## config.mk

```make
export PLATFORM = sky130hd
export DESIGN_NAME = pipe_hazard_scoreboard_flat
export DESIGN_NICKNAME = d
export VERILOG_FILES = /design/src/rtl/pipe_hazard_scoreboard_if.sv /design/src/rtl/pipe_hazard_scoreboard.sv /design/src/flat_wrapper.sv
export SDC_FILE = /design/constraint.sdc
export NUM_CORES = 1
export LEC_CHECK = 0
export BUFFER_PORTS_ARGS = -buffer_cell sky130_fd_sc_hd__buf_2
export CORE_ASPECT_RATIO = 1.75
export CORE_MARGIN = 2
export CORE_UTILIZATION = 45
export DETAILED_ROUTE_END_ITERATION = 7
export PLACE_DENSITY = 0.72
export SYNTH_ARGS = -nofsm -noshare
export SYNTH_HDL_FRONTEND = slang
export SYNTH_SLANG_ARGS = --single-unit
```

## constraint.sdc

```tcl
create_clock -name clk -period 2.2 [get_ports clk]
set_input_delay 0.11 -clock clk [delete_from_list [all_inputs] [get_ports clk]]
set_output_delay 0.11 -clock clk [all_outputs]
set_load 0.01 [all_outputs]
```

## src/rtl/pipe_hazard_scoreboard_if.sv

```systemverilog
// ID-stage hazard interface: decoded instruction fields in, stall and forwarding selects out.
// master = ID/decode side, slave = pipe_hazard_scoreboard.
interface pipe_hazard_scoreboard_if #(
    parameter int REG_AW = 5,
    parameter int SEL_W  = 2
);
    logic              id_valid;
    logic [REG_AW-1:0] id_rs;
    logic [REG_AW-1:0] id_rt;
    logic              id_use_rs;
    logic              id_use_rt;
    logic [REG_AW-1:0] id_rd;
    logic              id_regwrite;
    logic              id_memread;
    logic              flush;
    logic              stall;
    logic [SEL_W-1:0]  fwd_sel_a;
    logic [SEL_W-1:0]  fwd_sel_b;
    logic              sb_busy;

    modport master (
        output id_valid, id_rs, id_rt, id_use_rs, id_use_rt,
               id_rd, id_regwrite, id_memread, flush,
        input  stall, fwd_sel_a, fwd_sel_b, sb_busy
    );

    modport slave (
        input  id_valid, id_rs, id_rt, id_use_rs, id_use_rt,
               id_rd, id_regwrite, id_memread, flush,
        output stall, fwd_sel_a, fwd_sel_b, sb_busy
    );
endinterface

```

## src/rtl/pipe_hazard_scoreboard.sv

```systemverilog
// Shift-register scoreboard of in-flight register writers: ID-stage stall and registered EX forwarding selects.
// Optional macro HAZARD_STALL_CNT_EN adds a saturating stall-cycle counter output (stall_cnt).
module pipe_hazard_scoreboard #(
    parameter int STAGES     = 3,
    parameter int REG_AW     = 5,
    parameter int LOAD_READY = 1,
    parameter int SEL_W      = 2
) (
    input  logic                     clk,
    input  logic                     rst_n,
    pipe_hazard_scoreboard_if.slave  bus
`ifdef HAZARD_STALL_CNT_EN
    ,
    output logic [31:0]              stall_cnt
`endif
);

    logic [STAGES-1:0] r_v;
    logic [STAGES-1:0] r_ld;
    logic [REG_AW-1:0] r_rd [STAGES];
    logic [SEL_W-1:0]  r_fwd_a;
    logic [SEL_W-1:0]  r_fwd_b;

    logic              w_hit_a;
    logic              w_hit_b;
    logic              w_nr_a;
    logic              w_nr_b;
    logic [SEL_W-1:0]  w_sel_a;
    logic [SEL_W-1:0]  w_sel_b;
    logic              w_stall;
    logic              w_issue;

    // Scan oldest to youngest so the lowest matching index is what remains.
    always_comb begin
        w_hit_a = 1'b0;
        w_hit_b = 1'b0;
        w_nr_a  = 1'b0;
        w_nr_b  = 1'b0;
        w_sel_a = '0;
        w_sel_b = '0;
        for (int k = STAGES - 1; k >= 0; k--) begin
            if (r_v[k] && (r_rd[k] == bus.id_rs) && (bus.id_rs != '0)) begin
                w_hit_a = 1'b1;
                w_sel_a = SEL_W'(k + 1);
                w_nr_a  = r_ld[k] && (k < LOAD_READY);
            end
            if (r_v[k] && (r_rd[k] == bus.id_rt) && (bus.id_rt != '0)) begin
                w_hit_b = 1'b1;
                w_sel_b = SEL_W'(k + 1);
                w_nr_b  = r_ld[k] && (k < LOAD_READY);
            end
        end
    end

    // Flush masks the stall: a killed instruction must never hold the front end.
    assign w_stall = bus.id_valid && !bus.flush &&
                     ((bus.id_use_rs && w_nr_a) || (bus.id_use_rt && w_nr_b));
    assign w_issue = bus.id_valid && !bus.flush && !w_stall;

    always_ff @(posedge clk or negedge rst_n) begin
        if (!rst_n) begin
            r_v     <= '0;
            r_ld    <= '0;
            r_fwd_a <= '0;
            r_fwd_b <= '0;
            for (int k = 0; k < STAGES; k++) begin
                r_rd[k] <= '0;
            end
        end else begin
            for (int k = 1; k < STAGES; k++) begin
                r_v[k]  <= r_v[k-1];
                r_ld[k] <= r_ld[k-1];
                r_rd[k] <= r_rd[k-1];
            end
            r_v[0]  <= w_issue && bus.id_regwrite && (bus.id_rd != '0);
            r_ld[0] <= bus.id_memread;
            r_rd[0] <= bus.id_rd;
            r_fwd_a <= (w_issue && bus.id_use_rs && w_hit_a) ? w_sel_a : '0;
            r_fwd_b <= (w_issue && bus.id_use_rt && w_hit_b) ? w_sel_b : '0;
        end
    end

`ifdef HAZARD_STALL_CNT_EN
    logic [31:0] r_stall_cnt;

    always_ff @(posedge clk or negedge rst_n) begin
        if (!rst_n) begin
            r_stall_cnt <= '0;
        end else if (w_stall && (r_stall_cnt != 32'hFFFF_FFFF)) begin
            r_stall_cnt <= r_stall_cnt + 32'd1;
        end
    end

    assign stall_cnt = r_stall_cnt;
`endif

    assign bus.stall     = w_stall;
    assign bus.fwd_sel_a = r_fwd_a;
    assign bus.fwd_sel_b = r_fwd_b;
    assign bus.sb_busy   = |r_v;

endmodule

```

## src/flat_wrapper.sv

```systemverilog
// flat-port wrapper written by rule: the top's interface ports become plain ports
module pipe_hazard_scoreboard_flat 
#(
    parameter int STAGES     = 3,
    parameter int REG_AW     = 5,
    parameter int LOAD_READY = 1,
    parameter int SEL_W      = 2
)
  (clk, rst_n, bus_id_valid, bus_id_rs, bus_id_rt, bus_id_use_rs, bus_id_use_rt, bus_id_rd, bus_id_regwrite, bus_id_memread, bus_flush, bus_stall, bus_fwd_sel_a, bus_fwd_sel_b, bus_sb_busy);
  pipe_hazard_scoreboard_if #(.REG_AW(REG_AW), .SEL_W(SEL_W)) bus_i ();
  input  logic clk;
  input  logic rst_n;
  input wire logic [$bits(bus_i.id_valid)-1:0] bus_id_valid;
  input wire logic [$bits(bus_i.id_rs)-1:0] bus_id_rs;
  input wire logic [$bits(bus_i.id_rt)-1:0] bus_id_rt;
  input wire logic [$bits(bus_i.id_use_rs)-1:0] bus_id_use_rs;
  input wire logic [$bits(bus_i.id_use_rt)-1:0] bus_id_use_rt;
  input wire logic [$bits(bus_i.id_rd)-1:0] bus_id_rd;
  input wire logic [$bits(bus_i.id_regwrite)-1:0] bus_id_regwrite;
  input wire logic [$bits(bus_i.id_memread)-1:0] bus_id_memread;
  input wire logic [$bits(bus_i.flush)-1:0] bus_flush;
  output wire logic [$bits(bus_i.stall)-1:0] bus_stall;
  output wire logic [$bits(bus_i.fwd_sel_a)-1:0] bus_fwd_sel_a;
  output wire logic [$bits(bus_i.fwd_sel_b)-1:0] bus_fwd_sel_b;
  output wire logic [$bits(bus_i.sb_busy)-1:0] bus_sb_busy;
  assign bus_i.id_valid = bus_id_valid;
  assign bus_i.id_rs = bus_id_rs;
  assign bus_i.id_rt = bus_id_rt;
  assign bus_i.id_use_rs = bus_id_use_rs;
  assign bus_i.id_use_rt = bus_id_use_rt;
  assign bus_i.id_rd = bus_id_rd;
  assign bus_i.id_regwrite = bus_id_regwrite;
  assign bus_i.id_memread = bus_id_memread;
  assign bus_i.flush = bus_flush;
  assign bus_stall = bus_i.stall;
  assign bus_fwd_sel_a = bus_i.fwd_sel_a;
  assign bus_fwd_sel_b = bus_i.fwd_sel_b;
  assign bus_sb_busy = bus_i.sb_busy;
  pipe_hazard_scoreboard #(.STAGES(STAGES), .REG_AW(REG_AW), .LOAD_READY(LOAD_READY), .SEL_W(SEL_W)) u_core (.clk(clk), .rst_n(rst_n), .bus(bus_i));
endmodule
```

Word-level counts from Yosys, hierarchy flattened. Cells that the tools add are included.

Register bits: 23. Bits of input ports: 23. Output and inout port bits: 6. Logic and storage cells: 59.

Equal/unequal tests: 6. Mux-type cells: 16. Reduce and logical (&&, ||, !) cells: 30.

Operator list (count): equality test 5 bit (6); logical AND 1 bit (23); 2-to-1 mux 2 bit (8); nonzero test 5 bit (3); 2-to-1 mux 1 bit (8); OR reduction 3 bit (1); zero test 1 bit (2); logical OR 1 bit (1).

Longest topological paths before layout.
Depth in word-level cells: 12. Gate-level depth with buffers: 5. Gate-level depth less buffers: 5.

Least setup slack after synthesis. OpenSTA, ideal clock, no wires.

Path kind: flip-flop to flip-flop. Start: register u_core.r_rd[1] in the netlist's numbering. End: register u_core.r_fwd_b[1], in the netlist u_core.bus.fwd_sel_b[1]. Setup time: 0.067 ns. Arrival time: 1.462 ns. Data required time: 2.133 ns. Slack: 0.671 ns. Cell stages (with the launch flop): 5. Path buffers: 0. Period minus slack after synthesis: 1.529 ns. Cells stage by stage: dfrtp_1 -> xor2_1 -> or4_2 -> a21oi_1 -> and3_1.

Word-level cells in the longest chain between the ends: 8. Elaborated cells on any way between the ends: 11. Classes of those cells: eq/ne: 1; mux: 7; reduce/logical: 3.

RTL lines: start: declaration (line pipe_hazard_scoreboard.sv:20) `logic [REG_AW-1:0] r_rd [STAGES];`; start signal: indexed assignment (line pipe_hazard_scoreboard.sv:73) `r_rd[k] <= r_rd[k-1];`; equality test 5 bit * (line pipe_hazard_scoreboard.sv:47) `if (r_v[k] && (r_rd[k] == bus.id_rt) && (bus.id_rt != '0)) begin`; logical AND 1 bit * (2 in series) (line pipe_hazard_scoreboard.sv:47); 2-to-1 mux 1 bit (3 in series) (line pipe_hazard_scoreboard.sv:47); logical AND 1 bit (line pipe_hazard_scoreboard.sv:79) `r_fwd_b <= (w_issue && bus.id_use_rt && w_hit_b) ? w_sel_b : '0;`; 2-to-1 mux 2 bit * (line pipe_hazard_scoreboard.sv:79); end signal: assignment (line pipe_hazard_scoreboard.sv:79); end: declaration (line pipe_hazard_scoreboard.sv:22) `logic [SEL_W-1:0] r_fwd_b;`.

Every way passes the cells marked *; elsewhere a longest branch is shown, timed or not.

Worst setup path after layout.
Start: register u_core.r_rd[12] in the netlist's numbering. End: output port bus_stall.

Word-level cells in the longest chain between the ends: 7. Elaborated cells on any way between the ends: 12. Classes of those cells: eq/ne: 2; mux: 2; reduce/logical: 8.

RTL lines: equality test 5 bit, on equally long branches (line pipe_hazard_scoreboard.sv:42, pipe_hazard_scoreboard.sv:47); logical AND 1 bit, on equally long branches (2 in series) (line pipe_hazard_scoreboard.sv:42, pipe_hazard_scoreboard.sv:47); 2-to-1 mux 1 bit, on equally long branches (line pipe_hazard_scoreboard.sv:42, pipe_hazard_scoreboard.sv:47); logical AND 1 bit (line pipe_hazard_scoreboard.sv:57) `((bus.id_use_rs && w_nr_a) || (bus.id_use_rt && w_nr_b));`; logical OR 1 bit * (line pipe_hazard_scoreboard.sv:57); logical AND 1 bit * (line pipe_hazard_scoreboard.sv:56) `assign w_stall = bus.id_valid && !bus.flush &&`; end: declaration (line flat_wrapper.sv:22) `output wire logic [$bits(bus_i.stall)-1:0] bus_stall;`.

Marks and branches as above.

==> impl_results.md <==
- Worst hold stages: 2
- Min Tclk post-route: 1.95 ns
- Drc violations: 0
- Post-synth cell types: 20
- Synthesized flop and latch total: 23
- Die Area: about 2900 um2
- Post-Syn Area per Cell: 12.7 um2
- GPL Wtd Cong: 0.870
- Worst Hold Slack: 0.0692 ns
- Largest net degree at the start of global routing: 24
- Worst setup path class: flop to output pin
- Most frequent cells in the layout: buf_2 (28), dfrtp_1 (23), xnor2_1 (18), xor2_1 (12), dlygate4sd3_1 (7)
- Syn Nets: 109
- R2R Path End: u_core.bus.fwd_sel_b[1]
- Status: finished, final reports clean
- Fin. Hold Viols: 0
- Rel. slew slack: 0.639
- GRT overflow: 0
- Total CTS buffers: 3
- Worst Path Max Fanout: 4
- CTS tree: built
- Vias in the first global route: approximately 920
- Worst-margin pin slew: 0.537 ns
- Startpoint Class: flop
- Routed Antenna Nets: 0
- Routed via count: 850
- Drt pass-1 iters: 5
- H-tree Lvls: 1
- Largest cells by area after synthesis: dfrtp_1 (53%), xnor2_1 (14%), xor2_1 (9.6%), nand4_1 (3.4%), or4_1 (3.4%)
- CTS sink cnt: 23
- Synthesis-to-finish area growth: 26.2%
- Hold Path Class: input port to flop
- R2r worst-path depth: 5
- Worst path required time: between 2 and 2.5 ns
- Clock Skew: 0.00291 ns
- Final critical-path share of the clock period: 0.884
- Clock-pin slew on the worst setup and hold paths: 0.07 ns
- Initial antenna violation count: 0
- Max Cap Viol: 0
- Peak VDD IR: roughly 0.36 mV
- Synthesized area: 1090 um2
- Max Fclk: slightly above 500 MHz
- Initial drt markers: 13
- LEAKAGE: roughly 0.63 nW
- Syn. warnings: 0
- DIE WIDTH: 41.3 um
- CTS Hold Buffers Added: 7
- Setup TNS: 0 ns
- GRT Util Overall: 0.198
- Setup Viol. Count Final: 0
- Setup crit end kind: output pin
- First-pass GRT wire length: 3860 um
- Die Ht: 69.3 um
- Fillcell total: 208
- Most common cell after layout, fill and taps aside: buf_2
- Clock Tree Buf Depth: 2
- Synth top area share: 0.526
- Vias/cell: 5.67
- Layout cell share with drive strength beyond 1: 0.304
- R2R setup slack: between 0.5 and 0.6 ns
- Routed WL: 2400 um
- Synth Instances: 86
- Core area: 2300 um2
- Post_cts resized: 0
- Hold Path Origin: bus_id_regwrite
- Final Max Tran Viols: 0
- ANT cells: 0
- Setup Buffers After CTS: 0
- Critical Path AT: 1.84 ns
- Sequential cell area fraction in the yosys report: 0.526
- Power Dens Cells: 598 nW/um2
- Drt wl/cell: approximately 16 um
- Clock Tree Root: clkbuf_8
- Reg2reg start: u_core.r_rd[14]
- Insertion delay to the later sink of the worst-skew pair: 0.26 ns
- Hold endpoint: u_core.r_v[0]
- Core Rows: 23
- Nets: 149
- IO Count: 29
- Placement Cell Area: approximately 1300 um2
- Finished Cell Area: approximately 1400 um2
- Port-buffer cells: 28
- Synth area leader: dfrtp_1
- Initial Util: 0.476
- RSZ-0062 raised after global routing: false
[cell usage after synthesis]
cell type and n:
xnor2_1 18, or4_2 1, a21oi_1 2, and2_1 1
nor2_1 1, nor4_2 2, and2_2 1, nand2b_1 1
xor2_1 12, or4_1 5, or3_1 2, nor2b_1 2
nand4_1 6, a22oi_1 1, a221oi_4 1, o311a_1 1
and3_1 2, o211a_1 2, nor2_2 2, dfrtp_1 23
[logic make-up after synthesis]
kind of cell	after synthesis	synth area share
AOI/OAI and AO/OA	7	0.0674
xor gates and xnor gates	30	0.240
and+or+nand+nor	26	0.167
DFF	23	0.526
[per-layer routing]
layer	track usage	vias up	share of wire
met4	0.118	0	0.048
met2	0.342	35	0.58
met5	0	-	0
met3	0.0353	13	0.054
li1	-	388	-
met1	0.194	414	0.32
[how the worst max path moves through the flow]
| stage | end | from | slack (ns) | cells past startpoint |
|---|---|---|---|---|
| 4_1_cts | bus_stall | u_core.r_rd[13] | 0.22 | 6 |
| 3_5_place_dp | u_core.bus.fwd_sel_a[0] | bus_id_rt[1] | 0.52 | 6 |
| 6_report | bus_stall | u_core.r_rd[12] | 0.25 | 6 |
| 2_1_floorplan | u_core.bus.fwd_sel_b[1] | u_core.r_rd[1] | 0.67 | 4 |
| 5_1_grt | bus_stall | u_core.r_rd[13] | 0.08 | 6 |
| 3_3_place_gp | u_core.r_v[0] | bus_id_rt[1] | 0.52 | 6 |
[sequential cells by signal, indices dropped and copies added (netlist names)]
register              cells
u_core.r_v                3
u_core.r_rd              15
u_core.bus.fwd_sel_a      2
u_core.bus.fwd_sel_b      2
u_core.r_ld               1
[worst max-delay path, stage by stage (launching register included)]
cell     delay (ns)
dfrtp_1        0.43
xnor2_1        0.18
nand4_1        0.12
nor4_2         0.42
a22oi_1        0.17
nor2_1         0.12
buf_2          0.13
[final cells by class]
type,count,area [um2],area share
tap,25,31.3,0.0226
clock buffer,4,45.0,0.0326
sequential,23,576,0.417
timing repair buffer,35,210,0.152
multi-input combinational,63,519,0.376
[stage by stage]
step / util / instances / setup slack, ns / total power, W
final: 0.600 / 150 / 0.255 / 0.000826
after global routing: 0.600 / 150 / 0.0822 / 0.000863
after CTS: 0.600 / 150 / 0.219 / 0.000834
after detailed placement: 0.550 / 139 / 0.515 / 0.000573
after global placement: 0.550 / 139 / 0.521 / 0.000569
after floorplan: - / 86 / 0.671 / 0.000517
[power breakdown]
part           internal, W  leakage, nW  switching [W]  total [W]
Clock             0.000129       0.0228       0.000123   0.000252
Combinational    0.0000596        0.327      0.0000548   0.000114
Sequential        0.000440        0.283      0.0000197   0.000460
Total             0.000628        0.632       0.000197   0.000826
Power figures use the tool's default switching activity.
